`src/rtl/clock_pulse_gen_pkg.sv`:
```
// clock_pulse_gen_pkg: shared mode and state types for the pulse generator
package clock_pulse_gen_pkg;
  typedef enum logic [1:0] {MODE_CONT, MODE_ONESHOT, MODE_BURST, MODE_RSVD} pulse_mode_t;
  typedef enum logic {ST_IDLE, ST_RUN} state_t;
endpackage

```
`src/rtl/clock_pulse_gen_if.sv`:
```
// clock_pulse_gen_if: control/config inputs and pulse/status outputs of clock_pulse_gen
//   master drives i_enable, i_start, i_mode, i_period, i_high, i_burst_cnt
//   slave (the generator) drives o_pulse, o_busy, o_period_tick, o_done, o_cfg_err
interface clock_pulse_gen_if
  import clock_pulse_gen_pkg::*;
#(
  parameter int CNT_WIDTH   = 16,
  parameter int BURST_WIDTH = 8
);
  logic                   i_enable;
  logic                   i_start;
  pulse_mode_t            i_mode;
  logic [CNT_WIDTH-1:0]   i_period;
  logic [CNT_WIDTH-1:0]   i_high;
  logic [BURST_WIDTH-1:0] i_burst_cnt;
  logic                   o_pulse;
  logic                   o_busy;
  logic                   o_period_tick;
  logic                   o_done;
  logic                   o_cfg_err;
  modport master (
    output i_enable, i_start, i_mode, i_period, i_high, i_burst_cnt,
    input  o_pulse, o_busy, o_period_tick, o_done, o_cfg_err
  );
  modport slave (
    input  i_enable, i_start, i_mode, i_period, i_high, i_burst_cnt,
    output o_pulse, o_busy, o_period_tick, o_done, o_cfg_err
  );
endinterface

```
`src/rtl/clock_pulse_gen_phase_counter.sv`:
```
// pulse_phase_counter: wrapping counter 0..term_i with clear, enable and terminal strobe
//   clr_i forces zero, en_i advances, term_o is high while cnt_o == term_i,
//   cnt_d_o exposes the next count so callers can register outputs against it
module pulse_phase_counter #(
  parameter int CNT_WIDTH = 16
) (
  input  logic                 i_clk,
  input  logic                 i_rst_n,
  input  logic                 clr_i,
  input  logic                 en_i,
  input  logic [CNT_WIDTH-1:0] term_i,
  output logic [CNT_WIDTH-1:0] cnt_o,
  output logic [CNT_WIDTH-1:0] cnt_d_o,
  output logic                 term_o
);
  logic [CNT_WIDTH-1:0] cnt_q, cnt_d;
  assign term_o  = cnt_q == term_i;
  assign cnt_d   = clr_i ? '0 : !en_i ? cnt_q : term_o ? '0 : cnt_q + 1'b1;
  assign cnt_o   = cnt_q;
  assign cnt_d_o = cnt_d;
  always_ff @(posedge i_clk or negedge i_rst_n)
    if (!i_rst_n) cnt_q <= '0;
    else          cnt_q <= cnt_d;
endmodule

```
`src/rtl/clock_pulse_gen.sv`:
```
// clock_pulse_gen: programmable periodic pulse generator (continuous, one-shot, burst)
//   i_clk, i_rst_n : clock, asynchronous active-low reset
//   bus (slave)    : enable/start/config in, registered pulse/busy/tick/done/cfg_err out
module clock_pulse_gen
  import clock_pulse_gen_pkg::*;
#(
  parameter int CNT_WIDTH   = 16,
  parameter int BURST_WIDTH = 8
) (
  input logic               i_clk,
  input logic               i_rst_n,
  clock_pulse_gen_if.slave  bus
);
  state_t                 state_q, state_d;
  pulse_mode_t            mode_q;
  logic [CNT_WIDTH-1:0]   period_q, high_q, cnt, cnt_d, term_val;
  logic [BURST_WIDTH-1:0] burst_q, periods_q, periods_d;
  logic pulse_q, pulse_d, busy_q, tick_q, tick_d, done_q, done_d, err_q, err_d;
  logic accept, cfg_ok, last, clr, term;
  assign accept   = state_q == ST_IDLE && bus.i_enable && bus.i_start;
  assign cfg_ok   = bus.i_period != '0 && bus.i_high != '0 && bus.i_high <= bus.i_period &&
                    bus.i_mode != MODE_RSVD && !(bus.i_mode == MODE_BURST && bus.i_burst_cnt == '0);
  assign term_val = period_q - 1'b1;
  // periods_q counts periods already completed, so the current one is final when it equals count-1
  assign last     = mode_q == MODE_ONESHOT || (mode_q == MODE_BURST && periods_q == burst_q - 1'b1);
  pulse_phase_counter #(.CNT_WIDTH(CNT_WIDTH)) u_phase (
    .i_clk   (i_clk),
    .i_rst_n (i_rst_n),
    .clr_i   (clr),
    .en_i    (1'b1),
    .term_i  (term_val),
    .cnt_o   (cnt),
    .cnt_d_o (cnt_d),
    .term_o  (term)
  );
  // Outputs are registered from the phase the counter will hold next cycle
  always_comb begin
    state_d   = state_q;
    periods_d = periods_q;
    clr       = 1'b1;
    pulse_d   = 1'b0;
    tick_d    = 1'b0;
    done_d    = 1'b0;
    err_d     = 1'b0;
    if (state_q == ST_IDLE) begin
      if (accept && cfg_ok) begin
        state_d   = ST_RUN;
        periods_d = '0;
        pulse_d   = 1'b1;
        tick_d    = bus.i_period == CNT_WIDTH'(1);
      end else err_d = accept;
    end else if (!bus.i_enable) state_d = ST_IDLE;
    else if (term && last) begin
      state_d = ST_IDLE;
      done_d  = 1'b1;
    end else begin
      clr       = 1'b0;
      pulse_d   = cnt_d < high_q;
      tick_d    = cnt_d == term_val;
      periods_d = term ? periods_q + 1'b1 : periods_q;
    end
  end
  always_ff @(posedge i_clk or negedge i_rst_n)
    if (!i_rst_n) begin
      state_q   <= ST_IDLE;
      mode_q    <= MODE_CONT;
      period_q  <= '0;
      high_q    <= '0;
      burst_q   <= '0;
      periods_q <= '0;
      pulse_q   <= 1'b0;
      busy_q    <= 1'b0;
      tick_q    <= 1'b0;
      done_q    <= 1'b0;
      err_q     <= 1'b0;
    end else begin
      state_q   <= state_d;
      periods_q <= periods_d;
      pulse_q   <= pulse_d;
      busy_q    <= state_d == ST_RUN;
      tick_q    <= tick_d;
      done_q    <= done_d;
      err_q     <= err_d;
      if (accept) begin
        mode_q   <= bus.i_mode;
        period_q <= bus.i_period;
        high_q   <= bus.i_high;
        burst_q  <= bus.i_burst_cnt;
      end
    end
  assign bus.o_pulse       = pulse_q;
  assign bus.o_busy        = busy_q;
  assign bus.o_period_tick = tick_q;
  assign bus.o_done        = done_q;
  assign bus.o_cfg_err     = err_q;
endmodule

```
`src/flat_wrapper.sv`:
```
// flat-port wrapper written by rule: the top's interface ports become plain ports
module clock_pulse_gen_flat import clock_pulse_gen_pkg::*;
#(
  parameter int CNT_WIDTH   = 16,
  parameter int BURST_WIDTH = 8
)
  (i_clk, i_rst_n, bus_i_enable, bus_i_start, bus_i_mode, bus_i_period, bus_i_high, bus_i_burst_cnt, bus_o_pulse, bus_o_busy, bus_o_period_tick, bus_o_done, bus_o_cfg_err);
  clock_pulse_gen_if #(.CNT_WIDTH(CNT_WIDTH), .BURST_WIDTH(BURST_WIDTH)) bus_i ();
  input logic i_clk;
  input logic i_rst_n;
  input wire logic [$bits(bus_i.i_enable)-1:0] bus_i_enable;
  input wire logic [$bits(bus_i.i_start)-1:0] bus_i_start;
  input wire logic [$bits(bus_i.i_mode)-1:0] bus_i_mode;
  input wire logic [$bits(bus_i.i_period)-1:0] bus_i_period;
  input wire logic [$bits(bus_i.i_high)-1:0] bus_i_high;
  input wire logic [$bits(bus_i.i_burst_cnt)-1:0] bus_i_burst_cnt;
  output wire logic [$bits(bus_i.o_pulse)-1:0] bus_o_pulse;
  output wire logic [$bits(bus_i.o_busy)-1:0] bus_o_busy;
  output wire logic [$bits(bus_i.o_period_tick)-1:0] bus_o_period_tick;
  output wire logic [$bits(bus_i.o_done)-1:0] bus_o_done;
  output wire logic [$bits(bus_i.o_cfg_err)-1:0] bus_o_cfg_err;
  assign bus_i.i_enable = bus_i_enable;
  assign bus_i.i_start = bus_i_start;
  assign bus_i.i_mode = bus_i_mode;
  assign bus_i.i_period = bus_i_period;
  assign bus_i.i_high = bus_i_high;
  assign bus_i.i_burst_cnt = bus_i_burst_cnt;
  assign bus_o_pulse = bus_i.o_pulse;
  assign bus_o_busy = bus_i.o_busy;
  assign bus_o_period_tick = bus_i.o_period_tick;
  assign bus_o_done = bus_i.o_done;
  assign bus_o_cfg_err = bus_i.o_cfg_err;
  clock_pulse_gen #(.CNT_WIDTH(CNT_WIDTH), .BURST_WIDTH(BURST_WIDTH)) u_core (.i_clk(i_clk), .i_rst_n(i_rst_n), .bus(bus_i));
endmodule
```
`config.mk`:
```
export PLATFORM = sky130hd
export DESIGN_NAME = clock_pulse_gen_flat
export DESIGN_NICKNAME = d
export VERILOG_FILES = /design/src/rtl/clock_pulse_gen_pkg.sv /design/src/rtl/clock_pulse_gen_if.sv /design/src/rtl/clock_pulse_gen_phase_counter.sv /design/src/rtl/clock_pulse_gen.sv /design/src/flat_wrapper.sv
export SDC_FILE = /design/constraint.sdc
export NUM_CORES = 1
export LEC_CHECK = 0
export BUFFER_PORTS_ARGS = -buffer_cell sky130_fd_sc_hd__buf_2
export CELL_PAD_IN_SITES_DETAIL_PLACEMENT = 0
export CELL_PAD_IN_SITES_GLOBAL_PLACEMENT = 1
export CORE_ASPECT_RATIO = 0.7
export CORE_MARGIN = 5
export CORE_UTILIZATION = 45
export DETAILED_ROUTE_END_ITERATION = 10
export MAX_ROUTING_LAYER = met4
export PLACE_DENSITY_LB_ADDON = 0.1
export SETUP_SLACK_MARGIN = 0.1
export SYNTH_ARGS = -nofsm -noshare
export SYNTH_HDL_FRONTEND = slang
export SYNTH_SLANG_ARGS = --single-unit
```
`constraint.sdc`:
```
create_clock -name i_clk -period 11.7 [get_ports i_clk]
set_input_delay 2.34 -clock i_clk [delete_from_list [all_inputs] [get_ports i_clk]]
set_output_delay 2.34 -clock i_clk [all_outputs]
set_load 0.02 [all_outputs]
```
==> results by stage, run 1 <==
Synthesis:
- The async set-reset flop share out of synthesis is 100%.
- The number of nets produced by synthesis is 723.
- The gate count of the mapped netlist is 642.
- Sorting the synthesized cells by how often they occur yields 92 x nand2_1, 71 x dfrtp_1, 48 x nor2_1, 48 x o21ai_0, 44 x inv_1.
- The count of distinct cell types in the synthesized netlist is 64.
- During synthesis, Yosys emitted a total of 0 warnings.
- The post-synthesis instance area is 5330 µm².
- After synthesis, the cell types taking the most area are dfrtp_1 33%, ha_1 8.2%, nand2_1 6.5%, xnor2_1 5.3%, o21ai_0 4.5%.
- The most frequently used cell type in the post-synthesis netlist is nand2_1.
- Of all cell types, the one taking the most synthesized area is dfrtp_1.
- A synthesized cell averages 8.31 µm².
- Sequential elements use 33.3% of the synthesized area.
- The number of enable-type register cells in the synthesized netlist is 0.
- The most used flip-flop cell after synthesis is dfrtp_1.
- The proportion of netlist area held by the largest area contributor is 33.3%.
- Counting flops and latches in the post-synthesis netlist gives 71.

Drt:
- The detailed-router iteration count before antenna repair is 5.
- After the first detailed-routing iteration, the DRC count stood at 444.
- For this block, the routed nets add up to 16.6 mm of wire.
- The via count of the routed design is 4823.
- In this run the remaining antenna-violating nets after routing total 0.
- The DRC violation count after routing is 0.
- After detailed routing, the number of vias per cell comes to 5.76.
- In the final routed layout, each cell accounts on average for 19.8 µm.

Critical path:
- The start of the worst register-to-register path is u_core.period_q[0]$_DFFE_PN0P_.
- Counting cells, the worst reg-to-reg path comes to 18.
- In this design, the largest share of critical-path delay is due to simple AND/OR/NAND/NOR gates.
- The slowest stage of the critical path belongs to the cell nor4_1.
- The first element of the critical path is u_core.period_q[0]$_DFFE_PN0P_.
- The maximum fanout along the worst path is 22.
- The critical path runs through a total of 18 cells.
- The critical path data arrival time is 5.60 ns.
- The capture point of the worst path is u_core.bus.o_pulse$_DFF_PN0_.
- STA classifies the critical path endpoint as a flop.
- The worst setup path is of the flop to flop kind.
- The sort of element at the start of the critical path is a flop.
- Traced cell by cell, the critical path runs through inv_1 > ha_1 > or4b_2 > nor4_1 > xnor2_1 > mux2i_1 > nand4b_1 > o31ai_2 > buf_4 > nor2b_1 > ha_1 > a21o_1 > a21o_1 > a21oi_1 > o21ai_0 > a211o_1 > a2111o_1 > o211ai_1.
- The delay of the slowest cell on the worst path is 0.73 ns.
- In this run the critical register-to-register path is captured at u_core.bus.o_pulse$_DFF_PN0_.
- The worst path required time is 11.94 ns.
- The buffer and inverter count on the worst path is 2.
- The worst-case register-to-register setup slack is 6.35 ns.

CTS:
- The tree is rooted in a clkbuf_16.
- The post-cts gate resize count is 0.
- The CTS tree is yes.
- The number of levels the H-tree was split into is 3.
- Buffers added to address setup during post-CTS repair amount to 0.
- The total clock buffers created by CTS is 9.
- The clock net in this run drives a total of 71 sinks.
- The clock insertion delay at the later pin of the skew report is 0.33 ns.
- The longest clock path from root to sink contains 2 buffers.
- The number of hold buffers added after CTS was 0.
- After clock tree synthesis, the clock-pin slew on the worst setup and hold paths is 0.06 ns.

Placement:
- The count of buffers added on input and output ports is 50.
- The weighted congestion reported at the end of routability-driven placement is 0.991.
- Detailed placement finished with a half-perimeter wire length of 13.3 mm.
- The cell area after placement is 5670 µm².

Die:
- The die covers 14200 µm².
- In this run the horizontal extent of the chip is 140 µm.
- 51 I/O pins were placed.
- The effective utilization at floorplan is 45.8%.
- The die boundary height is 101 µm.
- The site row count is 33.
- The area of the core is 11600 µm².

Finish:
- The final core area utilization is 51.5%.
- After the last flow step, the layout net total stands at 756.
- Compared with the post-synthesis result, the final layout area differs by 12.5%.
- The number of diodes is 0.
- Of the cells placed in the final design, the portion with a size suffix greater than 1 is 12.8%.
- Summing all non-filler instances in the final layout gives an area of 6000 µm².

Run:
- Across the run, the number of max-cap violations was 0.

Pwr:
- In this run the power density over the cells is 145 nW/µm².
- The maximum VDD drop is 0.0731 mV.
- The analysis attributes to cell leakage a power of 2.71 nW.

Global route:
- After global routing the overflow that remains totals 0.
- The number of global-route vias before repair is 4472.
- The first-pass GRT wire length is 25.7 mm.
- The initial antenna violation count is 0.
- The pin count of the biggest net entering global routing is 72.
- The total track usage is 24.4%.

STA:
- In the finished design, the share of the clock period the worst path needs comes to 45.8%.
- The number of failing setup endpoints in the final timing report is 0.
- The worst slew margin relative to its limit is 37.2%.
- The setup TNS is 0 ns.
- The number of failing hold endpoints at the final stage is 0.
- The max-slew violation count is 0.
- The final critical delay including setup and external delays is 5.35 ns.
- Setup repair after global routing left no endpoint under its margin.
- The clock skew is 0.00847 ns.
- At the pin with the least slew margin, the transition time is 0.933 ns.
- Based on the critical path, the design can be clocked at up to 0.187 GHz.

Hold path:
- In this run the worst hold path is classified as flop to flop.

Status:
- The run finished with clean final reports.
## placed cells by master (no fill, tap or decap), types with 8 or more instances in the layout
| master | netlist | final |
|---|---|---|
| nand2_1 | 92 | 92 |
| dfrtp_1 | 71 | 71 |
| buf_2 | 2 | 49 |
| o21ai_0 | 48 | 48 |
| nor2_1 | 48 | 47 |
| inv_1 | 44 | 44 |
| ha_1 | 35 | 35 |
| xnor2_1 | 32 | 32 |
| xor2_1 | 25 | 25 |
| nor4_1 | 21 | 21 |
| a21oi_1 | 19 | 19 |
| nand4_1 | 15 | 15 |
| nor2b_1 | 12 | 12 |
| nand3_1 | 11 | 11 |
| nor3_1 | 10 | 10 |
| a21o_1 | 10 | 10 |
| clkbuf_16 | 0 | 9 |
| nand2b_1 | 8 | 8 |
| or3_1 | 8 | 8 |
| o211ai_1 | 8 | 8 |
## cells by family after synthesis
group / Yosys count / synth area share [%]
XOR/XNOR: 57 / 9.36
buffers and inverters: 74 / 5.61
adder cells (fa/ha/maj): 35 / 8.21
AND/OR/NAND/NOR: 266 / 26.2
flip-flops: 71 / 33.3
multiplexers: 7 / 1.38
AO/OA/AOI/OAI: 132 / 16.0
## how the worst min path moves through the flow
stage / from / to / depth (start not counted)
2_1_floorplan: u_core.high_q[0]$_DFFE_PN0P_ / u_core.high_q[0]$_DFFE_PN0P_ / 2
3_3_place_gp: u_core.high_q[0]$_DFFE_PN0P_ / u_core.high_q[0]$_DFFE_PN0P_ / 2
3_5_place_dp: u_core.high_q[0]$_DFFE_PN0P_ / u_core.high_q[0]$_DFFE_PN0P_ / 2
4_1_cts: u_core.high_q[0]$_DFFE_PN0P_ / u_core.high_q[0]$_DFFE_PN0P_ / 2
5_1_grt: u_core.high_q[0]$_DFFE_PN0P_ / u_core.high_q[0]$_DFFE_PN0P_ / 2
6_report: u_core.high_q[0]$_DFFE_PN0P_ / u_core.high_q[0]$_DFFE_PN0P_ / 2
## cell type report
cell class | instances | area, µm²
fillers | 1148 | 5640
multi-input cells | 497 | 3260
flip-flops and latches | 71 | 1780
repair buffers | 52 | 268
clock buffers | 11 | 253
well taps | 157 | 196
inverters | 44 | 165
clock inverters | 5 | 80.1
## tightest hold or removal path, cell delays in order (launching register included)
cell and delay, ns:
dfrtp_1 0.36, nand2_1 0.05, o21ai_0 0.06
## per-layer routing
metal	share of wire, %	GRT usage [%]	routed length [µm]	vias to the layer above
met2	39	31.9	6520	159
met1	52	38.3	8680	2316
met5	0	-	0	-
met4	0.73	3.50	121	0
li1	-	-	-	2336
met3	7.5	5.78	1240	12
## where the power goes
group,total [W],switching [W],internal [W]
clock network,0.000305,0.000107,0.000198
logic,0.000244,0.000146,0.0000981
registers,0.000323,0.0000466,0.000277
total,0.000872,0.000299,0.000573
## state kept, by name, summed over array words and instances (netlist names)
signal / cells
u_core.bus.o_cfg_err: 1
u_core.u_phase.cnt_o: 16
u_core.state_q: 1
u_core.mode_q: 2
u_core.bus.o_done: 1
u_core.bus.o_pulse: 1
u_core.bus.o_period_tick: 1
u_core.high_q: 16
u_core.periods_q: 8
u_core.burst_q: 8
u_core.period_q: 16
## stage by stage
stage	setup WS (ns)	hold WS (ns)	power [W]	std cells
6_report	6.35	0.503	0.000872	837
5_1_grt	6.05	0.548	0.000922	837
4_1_cts	6.45	0.517	0.000874	837
3_5_place_dp	6.47	0.503	0.000566	821
3_3_place_gp	6.62	0.493	0.000564	821
2_1_floorplan	6.88	0.442	0.000489	642
Power figures use the tool's default switching activity.
==> inputs of run 2 (changes only) <==
Clock period 11.7 ns to 5.4 ns, I/O delays scaled along.
==> results by stage, run 2 (same netlist as run 1, synthesis figures left out) <==
Drt:
- The total wire length is 16.9 mm (+2.1%).
- The detailed-router iteration count before antenna repair is 5 (unchanged).
- The via count normalized by instance count is 5.78 (+0.37%).
- The count of nets left with antenna violations after detail routing was 0 (unchanged).
- The post-detailed-route wirelength per cell came to 20.1 µm (+1.5%).
- The number of violations reported at the end of detailed-routing iteration 0 was 351 (-21%).
- The DRC violation count after routing is 0 (unchanged).
- The via count of the routed design is 4870 (+0.97%).

Critical path:
- The worst setup path is of the flop to flop kind.
- STA classifies the critical path startpoint as a flop.
- The maximum fanout along the worst path is 9 (-59%).
- The critical path goes through or4_4 > nor3_1 > nand3_1 > a22o_1 > or3_1 > o31ai_4 > nor2b_1 > ha_1 > a21o_1 > a21o_1 > a21oi_1 > o21ai_0 > a211o_1 > a2111o_1 > o211ai_1.
- The critical path data arrival time is 5.00 ns (-0.60 ns).
- The gate family responsible for the most delay along the worst path is compound AO/OA/AOI/OAI gates.
- The buffer and inverter count on the worst path is 0 (-2).
- The delay of the slowest cell on the worst path is 0.64 ns (-0.09 ns).
- STA classifies the critical path endpoint as a flop.
- The most common cell type on the critical path is a21o_1.
- The worst path required time is 5.65 ns (-6.29 ns).
- The highest-delay cell along the critical path is or4_4.

Finish:
- In the layout the commonest cells are 92 x nand2_1, 71 x dfrtp_1, 49 x buf_2, 48 x o21ai_0, 47 x nor2_1.
- The number of fill cells is 1137 (-0.96%).
- The post-route cell area came to 6070 µm² (+1.2%).
- The post-synthesis to final-layout area growth is 13.8%.
- The final net count is 761 (+0.66%).
- The library cell used most frequently in the layout, excluding fill and tap cells, is nand2_1.
- The number of diodes is 0 (unchanged).
- The share of post-route cells with drive strength above 1 came to 13.4% (+0.64 points).

Status:
- The flow ran to the end, and the final reports show no timing, DRC or antenna violations.

Placement:
- The number of buffer cells added on primary ports is 50 (unchanged).
- The estimated wirelength of the detail-placed design is 13.4 mm (+0.62%).
- The weighted congestion reported at the end of routability-driven placement is 0.933 (-5.9%).
- The cell area after placement is 5700 µm² (+0.66%).

Pwr:
- The static leakage is 2.75 nW (+1.7%).
- The power share of the combinational group is 27.7% (-0.3 points).
- The relative contribution of sequential cells to total power was 35.7% (-1.4 points).
- The post-layout total power is 0.00196 W (+120%).
- The power density of the placed cells is 322 nW/µm² (+120%).
- The clock share of power was 36.6% (+1.7 points).
- The proportion of total power due to net switching is 33.9% (-0.44 points).
- The maximum VDD drop was 0.183 mV (+150%).
- The internal cell power was 0.00129 W (+130%).
- The net switching power of the design is 0.000662 W (+120%).

Global route:
- The first-pass GRT wire length was 26.2 mm (+2.2%).
- The total track usage is 25.0% (+0.64 points).
- The pin count of the biggest net entering global routing is 72 (unchanged).
- The overall overflow remaining after global route is 0 (unchanged).
- The initial antenna violation count came to 0 (unchanged).
- The number of global-route vias before repair came to 4616 (+3.2%).

STA:
- The final critical delay including setup and external delays is 4.76 ns (-0.595 ns).
- The number of failing setup endpoints in the final timing report is 0 (unchanged).
- Setup repair after global routing left no endpoint under its margin.
- The number of failing hold endpoints at the final stage is 0 (unchanged).
- The transition at the pin with the smallest max-transition slack is 0.951 ns (+0.0181 ns).
- The setup TNS is 0 ns (unchanged).
- The max-slew violation count is 0 (unchanged).
- The fmax is 0.210 GHz (+13%).
- The worst slew margin relative to its limit was 36.6% (-0.63 points).
- The share of the clock period used by the worst path is 88.1% (+42 points).
- The clock skew was 0.00817 ns (-0.000294 ns).

Die:
- The effective utilization at floorplan is 45.8% (unchanged).
- The I/O pin count is 51 (unchanged).
- The die boundary height was 101 µm (unchanged).
- The width of the die is 140 µm (unchanged).
- The site row count is 33 (unchanged).
- The area of the core is 11600 µm² (unchanged).
- The die outline area came to 14200 µm² (unchanged).

CTS:
- The total clock buffers created by CTS is 9 (unchanged).
- The hold-fix buffer count after cts is 0 (unchanged).
- The TritonCTS sink count is 71 (unchanged).
- The library cell used as clock root buffer is clkbuf_16.
- The clock edge transition at the registers on the reported setup and hold paths is 0.06 ns (about the same).
- The number of setup buffers added after CTS is 0 (unchanged).
- The maximum buffer depth of the clock tree is 2 (unchanged).
- The number of levels the H-tree was split into is 3 (unchanged).
- TritonCTS built the clock tree.
- The clock insertion delay at the later pin of the skew report is 0.34 ns (about the same).
- The post-cts gate resize count is 0 (unchanged).

Hold path:
- The worst hold path class is flop to flop.

Run:
- The number of violations of the max-capacitance limit is 0 (unchanged).
run 2: layout make-up:
cell class	instances	area (µm²)	area share [%]
clock buffers	11	253	4.16
clock inverters	5	104	1.71
inverters	44	165	2.72
multi-input cells	497	3270	53.9
flip-flops and latches	71	1780	29.3
well taps	157	196	3.24
repair buffers	57	305	5.03
run 2: through the flow:
| step | hold slack, ns | util (%) | cells | setup WS (ns) |
|---|---|---|---|---|
| 6_report | 0.501 | 52.1 | 842 | 0.642 |
| 5_1_grt | 0.534 | 52.1 | 842 | 0.201 |
| 4_1_cts | 0.506 | 52.1 | 842 | 0.490 |
| 3_5_place_dp | 0.492 | 49.0 | 826 | 0.510 |
| 3_3_place_gp | 0.485 | 49.0 | 826 | 0.649 |
| 2_1_floorplan | 0.442 | - | 642 | 0.592 |
run 2: worst register-to-register path, stage by stage (launching register included):
cell	delay (ns)
dfrtp_1	0.47
or4_4	0.64
nor3_1	0.39
nand3_1	0.25
a22o_1	0.26
or3_1	0.43
o31ai_4	0.42
nor2b_1	0.12
ha_1	0.33
a21o_1	0.18
a21o_1	0.16
a21oi_1	0.17
o21ai_0	0.10
a211o_1	0.30
a2111o_1	0.36
o211ai_1	0.09
run 2: power groups by stage:
| stage | logic [W] | clock network, W | registers [W] |
|---|---|---|---|
| after floorplan | 0.000409 | 0 | 0.000650 |
| after global placement | 0.000525 | 0 | 0.000702 |
| after detailed placement | 0.000527 | 0 | 0.000705 |
| after CTS | 0.000532 | 0.000727 | 0.000696 |
| after global routing | 0.000597 | 0.000751 | 0.000709 |
| final | 0.000542 | 0.000715 | 0.000698 |
run 2: worst paths after layout:
path	startpoint	to	slack, ns	cells after the start
worst max-delay path	u_core.period_q[3]$_DFFE_PN0P_	u_core.bus.o_pulse$_DFF_PN0_	0.64	15
worst min-delay path	u_core.high_q[0]$_DFFE_PN0P_	u_core.high_q[0]$_DFFE_PN0P_	0.50	2
worst max register to register	u_core.period_q[3]$_DFFE_PN0P_	u_core.bus.o_pulse$_DFF_PN0_	0.64	15
worst min register to register	u_core.high_q[0]$_DFFE_PN0P_	u_core.high_q[0]$_DFFE_PN0P_	0.50	2
max in group asynchronous	i_rst_n	u_core.periods_q[1]$_DFFE_PN0P_	3.89	1
min in group asynchronous	i_rst_n	u_core.u_phase.cnt_o[10]$_DFF_PN0_	0.88	1
run 2: metal layers:
layer	up-vias	global-route usage, %	wire length, µm
met1	2356	36.2	8730
met2	152	34.1	6710
li1	2348	-	-
met3	14	8.20	1280
met4	0	4.91	183
met5	-	-	0
==> inputs of run 3 (changes only) <==
Settings changed: CELL_PAD_IN_SITES_DETAIL_PLACEMENT 0 to default, CELL_PAD_IN_SITES_GLOBAL_PLACEMENT 1 to default, PLACE_DENSITY_LB_ADDON 0.1 to default.
Clock period 5.4 ns to 4.4 ns, I/O delays scaled along.
==> results by stage, run 3 (same netlist as run 1, synthesis figures left out) <==
CTS:
- The total clock buffers created by CTS is 9 (unchanged).
- The maximum buffer depth of the clock tree is 2 (unchanged).
- The clock edge transition at the registers on the reported setup and hold paths is 0.06 ns (about the same).
- The hold-fix buffer count after cts was 0 (unchanged).
- The number of levels the H-tree was split into came to 3 (unchanged).
- The clock insertion delay at the later pin of the skew report is 0.33 ns (about the same).
- TritonCTS built the clock tree.
- The library cell used as clock root buffer is clkbuf_16.
- The TritonCTS sink count was 71 (unchanged).

STA:
- The tightest hold margin is 0.508 ns (+0.00731 ns).
- The max-slew violation count was 0 (unchanged).
- The clock skew was 0.00558 ns (-0.00260 ns).
- The fmax is 0.236 GHz (+12%).
- The final critical delay including setup and external delays is 4.25 ns (-0.513 ns).
- The worst slew margin relative to its limit came to 39.0% (+2.4 points).
- The transition at the pin with the smallest max-transition slack came to 0.915 ns (-0.0358 ns).
- The number of failing hold endpoints at the final stage was 0 (unchanged).
- The share of the clock period used by the worst path came to 96.5% (+8.4 points).
- The setup TNS is 0 ns (unchanged).
- The number of failing setup endpoints in the final timing report is 0 (unchanged).

Run:
- The number of violations of the max-capacitance limit came to 0 (unchanged).

Finish:
- The final net count is 791 (+3.9%).
- Compared with the post-synthesis result, the final layout area differs by 21.1%.
- The leading cell type in the layout, fill and taps excluded is nand2_1.
- The final non-filler cell total is 872 (+3.6%).
- The share of post-route cells with drive strength above 1 is 20.7% (+7.3 points).
- The final core area utilization came to 55.5% (+3.3 points).
- The top cell types in the final layout, fill and taps aside, are 92 x nand2_1, 71 x dfrtp_1, 50 x buf_2, 48 x o21ai_0, 45 x nor2_1.
- The number of fill cells is 1100 (-3.3%).
- The number of diodes is 0 (unchanged).
- The post-route cell area is 6460 µm² (+6.4%).

Pwr:
- The proportion of total power due to net switching is 33.4% (-0.51 points).
- The power density of the placed cells is 385 nW/µm² (+20%).
- The clock share of power is 34.4% (-2.2 points).
- The internal cell power is 0.00166 W (+28%).
- The maximum VDD drop is 0.200 mV (+9.2%).
- The relative contribution of sequential cells to total power is 33.0% (-2.7 points).
- The net switching power of the design is 0.000830 W (+25%).
- The power share of the combinational group is 32.5% (+4.8 points).
- The static leakage is 2.93 nW (+6.6%).

Critical path:
- The sort of element at the start of the critical path is a flop.
- The worst setup path is of the flop to flop kind.
- The first element of the critical path is u_core.period_q[4]$_DFFE_PN0P_.
- The critical path data arrival time is 4.48 ns (-0.52 ns).
- Among the stages of the critical path, the cell type that occurs most often is a21o_1.
- On the critical path, the stage with the largest delay is an instance of or4_4.
- The depth of the worst register-to-register path is 16 (+1).
- The signal on the critical path passes through or4_4 > nor4_4 > xnor2_2 > mux2i_1 > nand4b_1 > o31ai_4 > buf_6 > nor2b_2 > ha_1 > a21o_1 > a21o_1 > a21oi_2 > o21ai_0 > a211o_1 > a2111o_1 > o211ai_1.
- The worst-case register-to-register setup slack was 0.15 ns (-0.49 ns).
- Among cell families on the critical path, the largest total delay comes from compound AO/OA/AOI/OAI gates.
- The worst register-to-register path begins at u_core.period_q[4]$_DFFE_PN0P_.
- The number of cells on the critical path came to 16 (+1).
- The buffer and inverter count on the worst path was 1 (+1).
- The worst register-to-register path ends at u_core.bus.o_pulse$_DFF_PN0_.
- The maximum fanout along the worst path is 7 (-2).
- The delay of the slowest cell on the worst path came to 0.64 ns (about the same).
- The worst setup path is captured at a flop.
- The critical path ends at u_core.bus.o_pulse$_DFF_PN0_.
- The worst path required time is 4.64 ns (-1.01 ns).

Drt:
- The count of nets left with antenna violations after detail routing is 0 (unchanged).
- The post-detailed-route wirelength per cell is 19.5 µm (-3.1%).
- The via count normalized by instance count is 5.77 (-0.23%).
- The detailed-router iteration count before antenna repair is 5 (unchanged).
- The DRC violation count after routing is 0 (unchanged).
- The via count of the routed design is 5032 (+3.3%).
- The number of violations reported at the end of detailed-routing iteration 0 is 422 (+20%).
- The total wire length is 17.0 mm (+0.37%).

Global route:
- The total track usage is 24.3% (-0.72 points).
- The initial antenna violation count was 0 (unchanged).
- The pin count of the biggest net entering global routing was 72 (unchanged).
- The first-pass GRT wire length is 25.8 mm (-1.8%).
- The overall overflow remaining after global route was 0 (unchanged).
- The number of global-route vias before repair is 4564 (-1.1%).

Die:
- The I/O pin count is 51 (unchanged).
- The die boundary height is 101 µm (unchanged).
- The site row count is 33 (unchanged).
- The effective utilization at floorplan is 45.8% (unchanged).
- The die outline area is 14200 µm² (unchanged).
- The area of the core came to 11600 µm² (unchanged).
- The width of the die is 140 µm (unchanged).

Placement:
- The cell area after placement is 5900 µm² (+3.4%).
- The number of instances in the placed design came to 843 (+2.1%).
- The number of buffer cells added on primary ports came to 50 (unchanged).
- The estimated wirelength of the detail-placed design was 13.4 mm (-0.29%).
- The weighted congestion reported at the end of routability-driven placement was 1.08 (+16%).

Hold path:
- The hold-critical path depth was 2 (unchanged).
- The worst hold path class is flop to flop.

Status:
- The run finished with clean final reports.
## run 3: worst min path at each step
| stage | to | startpoint |
|---|---|---|
| 2_1_floorplan | u_core.high_q[0]$_DFFE_PN0P_ | u_core.high_q[0]$_DFFE_PN0P_ |
| 3_3_place_gp | u_core.mode_q[1]$_DFFE_PN0P_ | u_core.mode_q[1]$_DFFE_PN0P_ |
| 3_5_place_dp | u_core.high_q[0]$_DFFE_PN0P_ | u_core.high_q[0]$_DFFE_PN0P_ |
| 4_1_cts | u_core.high_q[0]$_DFFE_PN0P_ | u_core.high_q[0]$_DFFE_PN0P_ |
| 5_1_grt | u_core.high_q[0]$_DFFE_PN0P_ | u_core.high_q[0]$_DFFE_PN0P_ |
| 6_report | u_core.high_q[0]$_DFFE_PN0P_ | u_core.high_q[0]$_DFFE_PN0P_ |
## run 3: cell type report
| cell class | count | area [µm²] | share of cell area (%) |
|---|---|---|---|
| multi-input combinational | 497 | 3430 | 53.1 |
| sequential | 71 | 1780 | 27.5 |
| timing repair buffer | 87 | 536 | 8.29 |
| clock buffer | 11 | 253 | 3.91 |
| tap | 157 | 196 | 3.04 |
| inverter | 44 | 165 | 2.56 |
| clock inverter | 5 | 104 | 1.61 |
## run 3: power by group through the flow
stage                     Clock [W]  Sequential [W]  Combinational [W]
final                      0.000857        0.000822           0.000809
after global routing       0.000904        0.000831           0.000888
after CTS                  0.000874        0.000817           0.000760
after detailed placement          0        0.000829           0.000748
after global placement            0        0.000825           0.000743
after floorplan                   0        0.000799           0.000521
## run 3: through the flow
stage / total power (W) / worst slack [ns]
6_report: 0.00249 / 0.155
2_1_floorplan: 0.00132 / 0.114
3_3_place_gp: 0.00157 / 0.104
3_5_place_dp: 0.00158 / -0.0260
4_1_cts: 0.00245 / 0.106
5_1_grt: 0.00262 / -0.0453
## run 3: timing repair
item,in CTS,in global routing
endpoints found under the setup margin,1,1
gates cloned,0,1
pin swaps,2,11
resized for setup,2,19
setup buffers,3,9
## run 3: worst register-to-register path, stage by stage, from the launching register on
cell	delay, ns
dfrtp_1	0.41
or4_4	0.64
nor4_4	0.38
xnor2_2	0.18
mux2i_1	0.10
nand4b_1	0.27
o31ai_4	0.28
buf_6	0.17
nor2b_2	0.06
ha_1	0.31
a21o_1	0.18
a21o_1	0.18
a21oi_2	0.15
o21ai_0	0.09
a211o_1	0.30
a2111o_1	0.37
o211ai_1	0.10
## run 3: per-layer routing
metal | routed length [µm] | global-route usage (%) | share of wire, % | vias up
li1 | - | - | - | 2402
met1 | 8430 | 36.7 | 50 | 2412
met2 | 6930 | 33.2 | 41 | 181
met3 | 1330 | 5.55 | 7.8 | 37
met4 | 275 | 4.32 | 1.6 | 0
met5 | 0 | - | 0 | -
